File: config.mk
export PLATFORM = sky130hd
export DESIGN_NAME = led_axil_responder
export DESIGN_NICKNAME = d
export VERILOG_FILES = /design/src/rtl/led_axil_responder.sv
export SDC_FILE = /design/constraint.sdc
export NUM_CORES = 1
export LEC_CHECK = 0
export BUFFER_PORTS_ARGS = -buffer_cell sky130_fd_sc_hd__buf_4
export CAP_MARGIN = 10
export CELL_PAD_IN_SITES_DETAIL_PLACEMENT = 1
export CELL_PAD_IN_SITES_GLOBAL_PLACEMENT = 2
export CORE_MARGIN = 2
export CORE_UTILIZATION = 35
export CTS_CLUSTER_SIZE = 12
export DETAILED_ROUTE_END_ITERATION = 16
export GPL_TIMING_DRIVEN = 0
export PLACE_DENSITY = 0.82
export SYNTH_ARGS = -nofsm -noshare
export SYNTH_HDL_FRONTEND = slang
export SYNTH_SLANG_ARGS = --single-unit
File: constraint.sdc
create_clock -name S_AXI_ACLK -period 1.7 [get_ports S_AXI_ACLK]
set_input_delay 0.34 -clock S_AXI_ACLK [delete_from_list [all_inputs] [get_ports S_AXI_ACLK]]
set_output_delay 0.34 -clock S_AXI_ACLK [all_outputs]
set_load 0.02 [all_outputs]
File: src/rtl/led_axil_responder.sv
`timescale 1ns/1ps
// AXI4-Lite register slave driving board LEDs: CTRL, MODE, DIV, SCRATCH; optional blink gate (LED_BLINK_EN).
// Latency: BVALID 1 cycle after the later of AW/W handshakes; RVALID 1 cycle after AR handshake.
// Backpressure: one write and one read outstanding; READYs drop until BREADY/RREADY complete the response.
module led_axil_responder #(
  parameter int C_S_AXI_DATA_WIDTH = 32,
  parameter int C_S_AXI_ADDR_WIDTH = 5,
  parameter int LED_WIDTH          = 4
) (
  input  logic                            S_AXI_ACLK,
  input  logic                            S_AXI_ARESETN,
  input  logic [C_S_AXI_ADDR_WIDTH-1:0]   S_AXI_AWADDR,
  input  logic [2:0]                      S_AXI_AWPROT,
  input  logic                            S_AXI_AWVALID,
  output logic                            S_AXI_AWREADY,
  input  logic [C_S_AXI_DATA_WIDTH-1:0]   S_AXI_WDATA,
  input  logic [C_S_AXI_DATA_WIDTH/8-1:0] S_AXI_WSTRB,
  input  logic                            S_AXI_WVALID,
  output logic                            S_AXI_WREADY,
  output logic [1:0]                      S_AXI_BRESP,
  output logic                            S_AXI_BVALID,
  input  logic                            S_AXI_BREADY,
  input  logic [C_S_AXI_ADDR_WIDTH-1:0]   S_AXI_ARADDR,
  input  logic [2:0]                      S_AXI_ARPROT,
  input  logic                            S_AXI_ARVALID,
  output logic                            S_AXI_ARREADY,
  output logic [C_S_AXI_DATA_WIDTH-1:0]   S_AXI_RDATA,
  output logic [1:0]                      S_AXI_RRESP,
  output logic                            S_AXI_RVALID,
  input  logic                            S_AXI_RREADY,
  output logic [LED_WIDTH-1:0]            LED
);

  localparam int DW = C_S_AXI_DATA_WIDTH;
  localparam int SW = C_S_AXI_DATA_WIDTH / 8;

  typedef enum logic {W_IDLE = 1'b0, W_RESP = 1'b1} wstate_e;
  typedef enum logic {R_IDLE = 1'b0, R_DATA = 1'b1} rstate_e;

  // Byte-lane merge: lanes with a clear strobe keep the old contents.
  function automatic logic [DW-1:0] apply_strb(input logic [DW-1:0] old_v,
                                               input logic [DW-1:0] new_v,
                                               input logic [SW-1:0] strb);
    logic [DW-1:0] res;
    for (int b = 0; b < SW; b++) begin
      res[8*b +: 8] = strb[b] ? new_v[8*b +: 8] : old_v[8*b +: 8];
    end
    return res;
  endfunction

  // PROT fields and the byte offset within a word carry no meaning here.
  logic unused_inputs;
  assign unused_inputs = ^{S_AXI_AWPROT, S_AXI_ARPROT, S_AXI_AWADDR, S_AXI_ARADDR};

  // Held low through reset so no READY is seen until the first edge after release.
  logic en_q;

  wstate_e         wstate_q, wstate_d;
  logic            aw_held_q, aw_held_d, w_held_q, w_held_d;
  logic [2:0]      awidx_q, awidx_d;
  logic [DW-1:0]   wdata_q, wdata_d;
  logic [SW-1:0]   wstrb_q, wstrb_d;
  logic [1:0]      bresp_q, bresp_d;

  rstate_e         rstate_q, rstate_d;
  logic [DW-1:0]   rdata_q, rdata_d;
  logic [1:0]      rresp_q, rresp_d;

  logic [DW-1:0]   ctrl_q, ctrl_d, scratch_q, scratch_d;
`ifdef LED_BLINK_EN
  logic            mode_q, mode_d;
  logic [31:0]     div_q, div_d, cnt_q, cnt_d;
  logic            phase_q, phase_d;
`endif

  logic            aw_hs, w_hs, ar_hs, commit;
  logic [2:0]      wr_idx, rd_idx;
  logic [DW-1:0]   wr_data, rd_word;
  logic [SW-1:0]   wr_strb;

  assign S_AXI_AWREADY = en_q && (wstate_q == W_IDLE) && !aw_held_q;
  assign S_AXI_WREADY  = en_q && (wstate_q == W_IDLE) && !w_held_q;
  assign S_AXI_BVALID  = (wstate_q == W_RESP);
  assign S_AXI_BRESP   = bresp_q;
  assign S_AXI_ARREADY = en_q && (rstate_q == R_IDLE);
  assign S_AXI_RVALID  = (rstate_q == R_DATA);
  assign S_AXI_RDATA   = rdata_q;
  assign S_AXI_RRESP   = rresp_q;

  assign aw_hs = S_AXI_AWVALID && S_AXI_AWREADY;
  assign w_hs  = S_AXI_WVALID  && S_AXI_WREADY;
  assign ar_hs = S_AXI_ARVALID && S_AXI_ARREADY;

  // A beat arriving this cycle is used directly so the commit needs no extra cycle.
  assign wr_idx  = aw_held_q ? awidx_q : S_AXI_AWADDR[4:2];
  assign wr_data = w_held_q  ? wdata_q : S_AXI_WDATA;
  assign wr_strb = w_held_q  ? wstrb_q : S_AXI_WSTRB;
  assign commit  = (wstate_q == W_IDLE) && (aw_held_q || aw_hs) && (w_held_q || w_hs);
  assign rd_idx  = S_AXI_ARADDR[4:2];

  // Write FSM: collect AW and W in any order, commit once both are present, then hold B.
  always_comb begin
    wstate_d  = wstate_q;
    aw_held_d = aw_held_q;
    w_held_d  = w_held_q;
    awidx_d   = awidx_q;
    wdata_d   = wdata_q;
    wstrb_d   = wstrb_q;
    bresp_d   = bresp_q;
    case (wstate_q)
      W_IDLE: begin
        if (aw_hs) begin
          aw_held_d = 1'b1;
          awidx_d   = S_AXI_AWADDR[4:2];
        end
        if (w_hs) begin
          w_held_d = 1'b1;
          wdata_d  = S_AXI_WDATA;
          wstrb_d  = S_AXI_WSTRB;
        end
        if (commit) begin
          aw_held_d = 1'b0;
          w_held_d  = 1'b0;
          wstate_d  = W_RESP;
          bresp_d   = wr_idx[2] ? 2'b10 : 2'b00;
        end
      end
      W_RESP: begin
        if (S_AXI_BREADY) wstate_d = W_IDLE;
      end
      default: wstate_d = W_IDLE;
    endcase
  end

  // Write channel state and the reset-release enable.
  always_ff @(posedge S_AXI_ACLK or negedge S_AXI_ARESETN) begin
    if (!S_AXI_ARESETN) begin
      en_q      <= 1'b0;
      wstate_q  <= W_IDLE;
      aw_held_q <= 1'b0;
      w_held_q  <= 1'b0;
      awidx_q   <= '0;
      wdata_q   <= '0;
      wstrb_q   <= '0;
      bresp_q   <= 2'b00;
    end else begin
      en_q      <= 1'b1;
      wstate_q  <= wstate_d;
      aw_held_q <= aw_held_d;
      w_held_q  <= w_held_d;
      awidx_q   <= awidx_d;
      wdata_q   <= wdata_d;
      wstrb_q   <= wstrb_d;
      bresp_q   <= bresp_d;
    end
  end

  // Register file next state; unmapped indices fall through and change nothing.
  always_comb begin
    ctrl_d    = ctrl_q;
    scratch_d = scratch_q;
`ifdef LED_BLINK_EN
    mode_d    = mode_q;
    div_d     = div_q;
`endif
    if (commit) begin
      case (wr_idx)
        3'd0: ctrl_d = apply_strb(ctrl_q, wr_data, wr_strb);
`ifdef LED_BLINK_EN
        3'd1: mode_d = wr_strb[0] ? wr_data[0] : mode_q;
        3'd2: div_d  = apply_strb(div_q, wr_data, wr_strb);
`endif
        3'd3: scratch_d = apply_strb(scratch_q, wr_data, wr_strb);
        default: ;
      endcase
    end
  end

  // Register file storage.
  always_ff @(posedge S_AXI_ACLK or negedge S_AXI_ARESETN) begin
    if (!S_AXI_ARESETN) begin
      ctrl_q    <= '0;
      scratch_q <= '0;
`ifdef LED_BLINK_EN
      mode_q    <= 1'b0;
      div_q     <= '0;
`endif
    end else begin
      ctrl_q    <= ctrl_d;
      scratch_q <= scratch_d;
`ifdef LED_BLINK_EN
      mode_q    <= mode_d;
      div_q     <= div_d;
`endif
    end
  end

  // Read mux samples pre-commit contents, so a same-edge write is not visible to the read.
  always_comb begin
    rd_word = '0;
    case (rd_idx)
      3'd0: rd_word = ctrl_q;
`ifdef LED_BLINK_EN
      3'd1: rd_word = {{(DW-1){1'b0}}, mode_q};
      3'd2: rd_word = div_q;
`endif
      3'd3: rd_word = scratch_q;
      default: rd_word = '0;
    endcase
  end

  // Read FSM: capture data on AR handshake, hold R until RREADY.
  always_comb begin
    rstate_d = rstate_q;
    rdata_d  = rdata_q;
    rresp_d  = rresp_q;
    case (rstate_q)
      R_IDLE: begin
        if (ar_hs) begin
          rdata_d  = rd_word;
          rresp_d  = rd_idx[2] ? 2'b10 : 2'b00;
          rstate_d = R_DATA;
        end
      end
      R_DATA: begin
        if (S_AXI_RREADY) rstate_d = R_IDLE;
      end
      default: rstate_d = R_IDLE;
    endcase
  end

  // Read channel state.
  always_ff @(posedge S_AXI_ACLK or negedge S_AXI_ARESETN) begin
    if (!S_AXI_ARESETN) begin
      rstate_q <= R_IDLE;
      rdata_q  <= '0;
      rresp_q  <= 2'b00;
    end else begin
      rstate_q <= rstate_d;
      rdata_q  <= rdata_d;
      rresp_q  <= rresp_d;
    end
  end

`ifdef LED_BLINK_EN
  // Blink counter: reload from DIV at zero and flip phase; parked at DIV with phase high when off.
  always_comb begin
    cnt_d   = cnt_q;
    phase_d = phase_q;
    if (!mode_q) begin
      cnt_d   = div_q;
      phase_d = 1'b1;
    end else if (cnt_q == 32'd0) begin
      cnt_d   = div_q;
      phase_d = ~phase_q;
    end else begin
      cnt_d   = cnt_q - 32'd1;
    end
  end

  // Blink counter storage.
  always_ff @(posedge S_AXI_ACLK or negedge S_AXI_ARESETN) begin
    if (!S_AXI_ARESETN) begin
      cnt_q   <= '0;
      phase_q <= 1'b1;
    end else begin
      cnt_q   <= cnt_d;
      phase_q <= phase_d;
    end
  end

  assign LED = ctrl_q[LED_WIDTH-1:0] & {LED_WIDTH{phase_q}};
`else
  assign LED = ctrl_q[LED_WIDTH-1:0];
`endif

endmodule

# [Word level (Yosys, flattened, before mapping)]
# Cells that the tools add are included.
[totals] reg_bits=144 inputBits=59 word_cells=70 output_inout_bits=45
[op_classes] n_eq_ne=2 n_reduce_logical=31 bitwise_logic=2 muxes=16
[ops] op="$pmux W32 S2" n=1
[ops] op="$mux W32" n=1
[ops] op="$reduce_and A3 Y1" n=8
[ops] op="$reduce_and A2 Y1" n=6
[ops] op="$logic_and A1 B1 Y1" n=9
[ops] op="$mux W1" n=8
[ops] op="$eq A3 B2 Y1 const B" n=2
[ops] op="$logic_not A3 Y1" n=2
[ops] op="$mux W2" n=2
[ops] op="$mux W4" n=1
[ops] op="$pmux W1 S2" n=2
[ops] op="$reduce_bool A2 Y1" n=2
[ops] op="$mux W3" n=1
[ops] op="$logic_not A1 Y1" n=2
[ops] op="$logic_or A1 B1 Y1" n=2
[ops] op="$not A1 Y1" n=2

# [Depth between registers and ports, before layout]
[depth] ltp_word=9 ltp_mapped=6 mapped_depth_nobuf=4

# [Worst setup path before layout]
# OpenSTA, ideal clock, no wires.
[synth_timing] path_type="reg-to-reg" from="register wstate_q, in the netlist S_AXI_BVALID" to="register wdata_q[10]" path_slack_ns=-0.050 stages_incl_launch_ff=4 path_buffers=1 arrival_time_ns=1.625 setup_ns=0.125 period_less_slack_ns=1.750 required_time_ns=1.575 path_cell_list="dfrtp_1 nor3_2 buf_2 mux2_2"
[synth_via] elab_chain_len=5
[synth_rtl] element="from (decl)" line_no="58" rtl="wstate_e wstate_q, wstate_d;"
[synth_rtl] element="from (signal assigned)" line_no="148" rtl="wstate_q <= wstate_d;"
[synth_rtl] element="$not A1 Y1 (no line) *"
[synth_rtl] element="$logic_and A1 B1 Y1 (2 in a row)" line_no="82" rtl="assign S_AXI_WREADY = en_q && (wstate_q == W_IDLE) && !w_held_q;"
[synth_rtl] element="$logic_and A1 B1 Y1" line_no="91" rtl="assign w_hs = S_AXI_WVALID && S_AXI_WREADY;"
[synth_rtl] element="$reduce_and A2 Y1 (no line) *"
[synth_rtl] element="to (signal assigned)" line_no="152" rtl="wdata_q <= wdata_d;"
[synth_rtl] element="to (decl)" line_no="61" rtl="logic [DW-1:0] wdata_q, wdata_d;"
# Every way passes the cells marked *; elsewhere a longest branch is shown, timed or not.
# A chain may end at the register's enable or synchronous reset.

# [Final worst setup path]
[layout_timing] from="register aw_held_q" to="register ctrl_q[18]"
[layout_via] elab_chain_len=7 word_cells_on_any_way=9 classes_between="mux: 1; reduce/logical: 8"
[layout_rtl] element="from (decl)" line_no="59" rtl="logic aw_held_q, aw_held_d, w_held_q, w_held_d;"
[layout_rtl] element="from (signal assigned)" line_no="149" rtl="aw_held_q <= aw_held_d;"
[layout_rtl] element="$logic_not A1 Y1" line_no="81" rtl="assign S_AXI_AWREADY = en_q && (wstate_q == W_IDLE) && !aw_held_q;"
[layout_rtl] element="$logic_and A1 B1 Y1" line_no="81"
[layout_rtl] element="$logic_and A1 B1 Y1" line_no="90" rtl="assign aw_hs = S_AXI_AWVALID && S_AXI_AWREADY;"
[layout_rtl] element="$logic_or A1 B1 Y1" line_no="98" rtl="assign commit = (wstate_q == W_IDLE) && (aw_held_q || aw_hs) && (w_held_q || w_hs);"
[layout_rtl] element="$logic_and A1 B1 Y1 (2 in a row)" line_no="98"
[layout_rtl] element="$reduce_and A3 Y1 (no line) *"
[layout_rtl] element="to (signal assigned)" line_no="189" rtl="ctrl_q <= ctrl_d;"
[layout_rtl] element="to (decl)" line_no="69" rtl="logic [DW-1:0] ctrl_q, ctrl_d, scratch_q, scratch_d;"
# Marked as above.

==> impl_metrics.env <==
export IMPL_clk_insertion_delay_late_ns=0.42
export IMPL_cp_end_kind="register"
export IMPL_avgRoutedWirePerCell_um=19.69
export IMPL_combPwrFrac_pct=33.3
export IMPL_overflow=0
export IMPL_worstHoldPathCells=2
export IMPL_status="complete, but fails checks"
export IMPL_finalMaxSlewViolations=0
export IMPL_rows=48
export IMPL_core_area_um2=17180
export IMPL_p_int_mw=9.203
export IMPL_initial_core_util_pct=35.61
export IMPL_power_per_cell_area_nw_per_um2=1654
export IMPL_clk_transition_reported_paths_ns=0.05
export IMPL_syn2layout_area_growth_pct=30.78
export IMPL_ys_ff_latch=142
export IMPL_hold_class="in2reg"
export IMPL_maxSlewHeadroom_pct=59.52
export IMPL_fp_dieH_um=136.2
export IMPL_reg2regPathDepth=6
export IMPL_fp_dieW_um=136.2
export IMPL_cp_top_family="simple AND/OR/NAND/NOR gates"
export IMPL_fin_crit_sh_pct=105.2
export IMPL_timing_final_hold_violations=0
export IMPL_drt_pass1_iterations=4
export IMPL_grtUsageTotal_pct=18.30
export IMPL_setup_tns_ns=-2.180
export IMPL_path_max_fanout=8
export IMPL_synth_top_area_cell="dfrtp_1"
export IMPL_grt_max_degree=93
export IMPL_grt_pass1_wl_um=25280
export IMPL_final_antenna_net_count=0
export IMPL_cpMaxStageDelayCell="or4_4"
export IMPL_timing_fmax_ghz=0.5592
export IMPL_synth_top_area_share_pct=58.09
export IMPL_n_fill_cell=1830
export IMPL_critPathRequiredTime_ns=2.00
export IMPL_post_route_util_pct=46.58
export IMPL_p_sw_mw=4.032
export IMPL_startpoint_type="register"
export IMPL_syn_area_um2=6117
export IMPL_drive_gt1_share_pct=54.25
export IMPL_critical_path_depth=6
export IMPL_die_area_um2=18550
export IMPL_syn_inst=447
export IMPL_critical_path_class="reg2reg"
export IMPL_cts_sinks=142
export IMPL_grt_pass1_vias=4697
export IMPL_r2r_start="aw_held_q"
export IMPL_finalWorstSetupSlack_ns=-0.08837
export IMPL_skew_ns=0.005674
export IMPL_vias=4142
export IMPL_place_port_buffers=91
export IMPL_syn_area_per_cell_um2=13.68
export IMPL_yosysWarnings=0
export IMPL_cts_root_buf="clkbuf_16"
export IMPL_io_pins=104
export IMPL_seqCellArea_um2=3557
export IMPL_synth_most_common_cell="dfrtp_1"
export IMPL_endpoint="ctrl_q[18]"
export IMPL_violations="setup timing"
export IMPL_globalplace_congestion=0.7381
export IMPL_antenna_found_initial=0
export IMPL_cts_tree="done"
export IMPL_synthArstFlopShare_pct=100.0
export IMPL_num_antenna_cells=0
export IMPL_seq_power_share_pct=41.9
export IMPL_ys_types=27
export IMPL_final_nets=639
export IMPL_hpwl_um=10560
export IMPL_cts_htree_levels=4
export IMPL_clock_path_buffers=2
export IMPL_drt_iter0_drc=151
export IMPL_ir_drop_v=0.0008811
export IMPL_ys_seq_area_share_pct=58.09
export IMPL_drc=0
export IMPL_cap_violations=0
export IMPL_crit_chain="buf_6, or4_4, o31ai_4, buf_4, nand3_4, mux2_2"
export IMPL_cpPeakStageDelay_ns=0.43
export IMPL_vias_per_cell=5.095
export IMPL_yosys_top_cells_count="dfrtp_1 (142), mux2_2 (140), nand2_1 (38)"
export IMPL_synth_area_leaders="dfrtp_1 (58%), mux2_2 (26%), a22oi_1 (3.9%), o21ai_0 (2.7%), nand2_1 (2.3%)"
export IMPL_worst_pin_slew_ns=0.6072
export IMPL_period_minus_slack_ns=1.788
export IMPL_clockPowerShare_pct=24.8
export IMPL_reg2reg_to="ctrl_q[18]"
export IMPL_cts_buffers_inserted=17
export IMPL_path_buf_inv=2
export IMPL_worstSetupStartpoint="aw_held_q"
export IMPL_grt_setup_unrepaired="true"
export IMPL_ys_flop_type="dfrtp_1"
export IMPL_p_leak_nw=3.622
export IMPL_rrSetupSlack_ns=-0.09
export IMPL_synth_edf_count=0
export IMPL_p_sw_share_pct=30.46
export IMPL_drt_wl_total_um=16010
export IMPL_cp_data_arrival_time_ns=2.09
export IMPL_multi_input_area_um2=2511
export IMPL_setup_viol=35
-- area by class of cell --
type,count,area share [%]
Timing Repair Buffer,113,11.43
Tap cell,225,3.519
Multi-Input combinational cell,276,31.39
Clock buffer,25,6.193
Clock inverter,2,0.1251
Inverter,2,0.09384
Sequential cell,142,44.46
Buffer,28,2.784
-- state kept, by name (all words and copies together) (netlist names) --
signal	count
scratch_q	32
S_AXI_RDATA	32
wstrb_q	4
w_held_q	1
ctrl_q	32
S_AXI_RVALID	1
awidx_q	3
S_AXI_BRESP	1
S_AXI_RRESP	1
wdata_q	32
aw_held_q	1
en_q	1
S_AXI_BVALID	1
-- power by group through the flow --
stage / Sequential [mW] / Clock (mW) / Combinational (mW)
after global routing: 5.71 / 3.50 / 4.75
final: 5.54 / 3.29 / 4.41
after floorplan: 5.48 / 0 / 2.58
after global placement: 5.45 / 0 / 3.58
after CTS: 5.52 / 3.33 / 4.26
after detailed placement: 5.58 / 0 / 3.77
-- how the worst min path moves through the flow --
stage	startpoint	end	slack (ns)
floorplan	S_AXI_ARESETN	S_AXI_BRESP[1]	0.04
global placement	S_AXI_RDATA[2]	S_AXI_RDATA[2]	0.47
detailed placement	S_AXI_ARESETN	scratch_q[12]	0.31
CTS	S_AXI_RREADY	S_AXI_RVALID	0.13
global route	S_AXI_RREADY	S_AXI_RVALID	0.15
finish	S_AXI_RREADY	S_AXI_RVALID	0.15
-- worst register-to-register path, stage by stage (launching register included) --
cell and delay, ns:
dfrtp_1 0.37, buf_6 0.13, or4_4 0.43, o31ai_4 0.10, buf_4 0.18, nand3_4 0.15, mux2_2 0.31
-- metrics by stage --
step / cells / setup WS, ns / hold WS (ns) / power, mW / instance area (µm²)
finish: 813 / -0.08837 / 0.1498 / 13.24 / 8000
floorplan: 448 / 0.002738 / 0.04441 / 8.057 / 6132
global route: 813 / -0.1514 / 0.1482 / 13.97 / 8000
CTS: 805 / -0.09218 / 0.1312 / 13.11 / 7898
detailed placement: 765 / -0.4997 / 0.3135 / 9.351 / 7128
global placement: 764 / -0.4324 / 0.4673 / 9.031 / 7097
-- cell usage in the layout, fill, tap and decap left out, types with 2 or more instances in the layout --
| cell | Yosys | routed |
|---|---|---|
| nand2_1 | 38 | 38 |
| o21ai_0 | 33 | 33 |
| dfrtp_1 | 142 | 139 |
| buf_2 | 6 | 3 |
| clkbuf_1 | 13 | 12 |
| clkinv_2 | 0 | 2 |
| buf_4 | 7 | 111 |
| nor2_4 | 0 | 2 |
| buf_6 | 1 | 9 |
| nor2_1 | 6 | 4 |
| a22oi_1 | 32 | 32 |
| nor3_4 | 1 | 2 |
| clkbuf_16 | 0 | 17 |
| dfrtp_2 | 0 | 3 |
| clkbuf_4 | 0 | 2 |
| clkbuf_8 | 0 | 4 |
| nand3_4 | 4 | 8 |
| mux2_4 | 0 | 2 |
| inv_1 | 2 | 2 |
| mux2_2 | 140 | 138 |
| nor3_2 | 1 | 2 |
| buf_12 | 0 | 5 |
| a21oi_2 | 0 | 2 |
| conb_1 | 2 | 3 |
-- cells by family (layout without fill, tap and decap cells) --
kind of cell           Yosys count  after routing  share of synthesized area [%]
DFF                            142            142                          58.09
other                            2              3                         0.1228
and+or+nand+nor                 60             60                          5.584
buffers and inverters           30            170                          2.516
AOI/OAI and AO/OA               72             72                          7.752
muxes                          141            141                          25.94
-- routing by layer --
layer	up-vias	share of wire (%)	routed length, µm	track usage (%)
li1	1870	-	-	-
met1	2161	41	6557	21.60
met2	85	53	8520	32.36
met3	26	3.7	594	3.766
met4	0	2.1	340	7.581
met5	-	0	0	0
-- timing repair --
item / CTS / global route
hold buffers: 1 / 0
pin swaps: 6 / 5
gates cloned: 0 / 0
endpoints found under the setup margin: 128 / 127
setup buffers: 12 / 8
resized for setup: 36 / 14
endpoints found under the hold margin: 50 / 0
(Power assumes the default switching activity.)
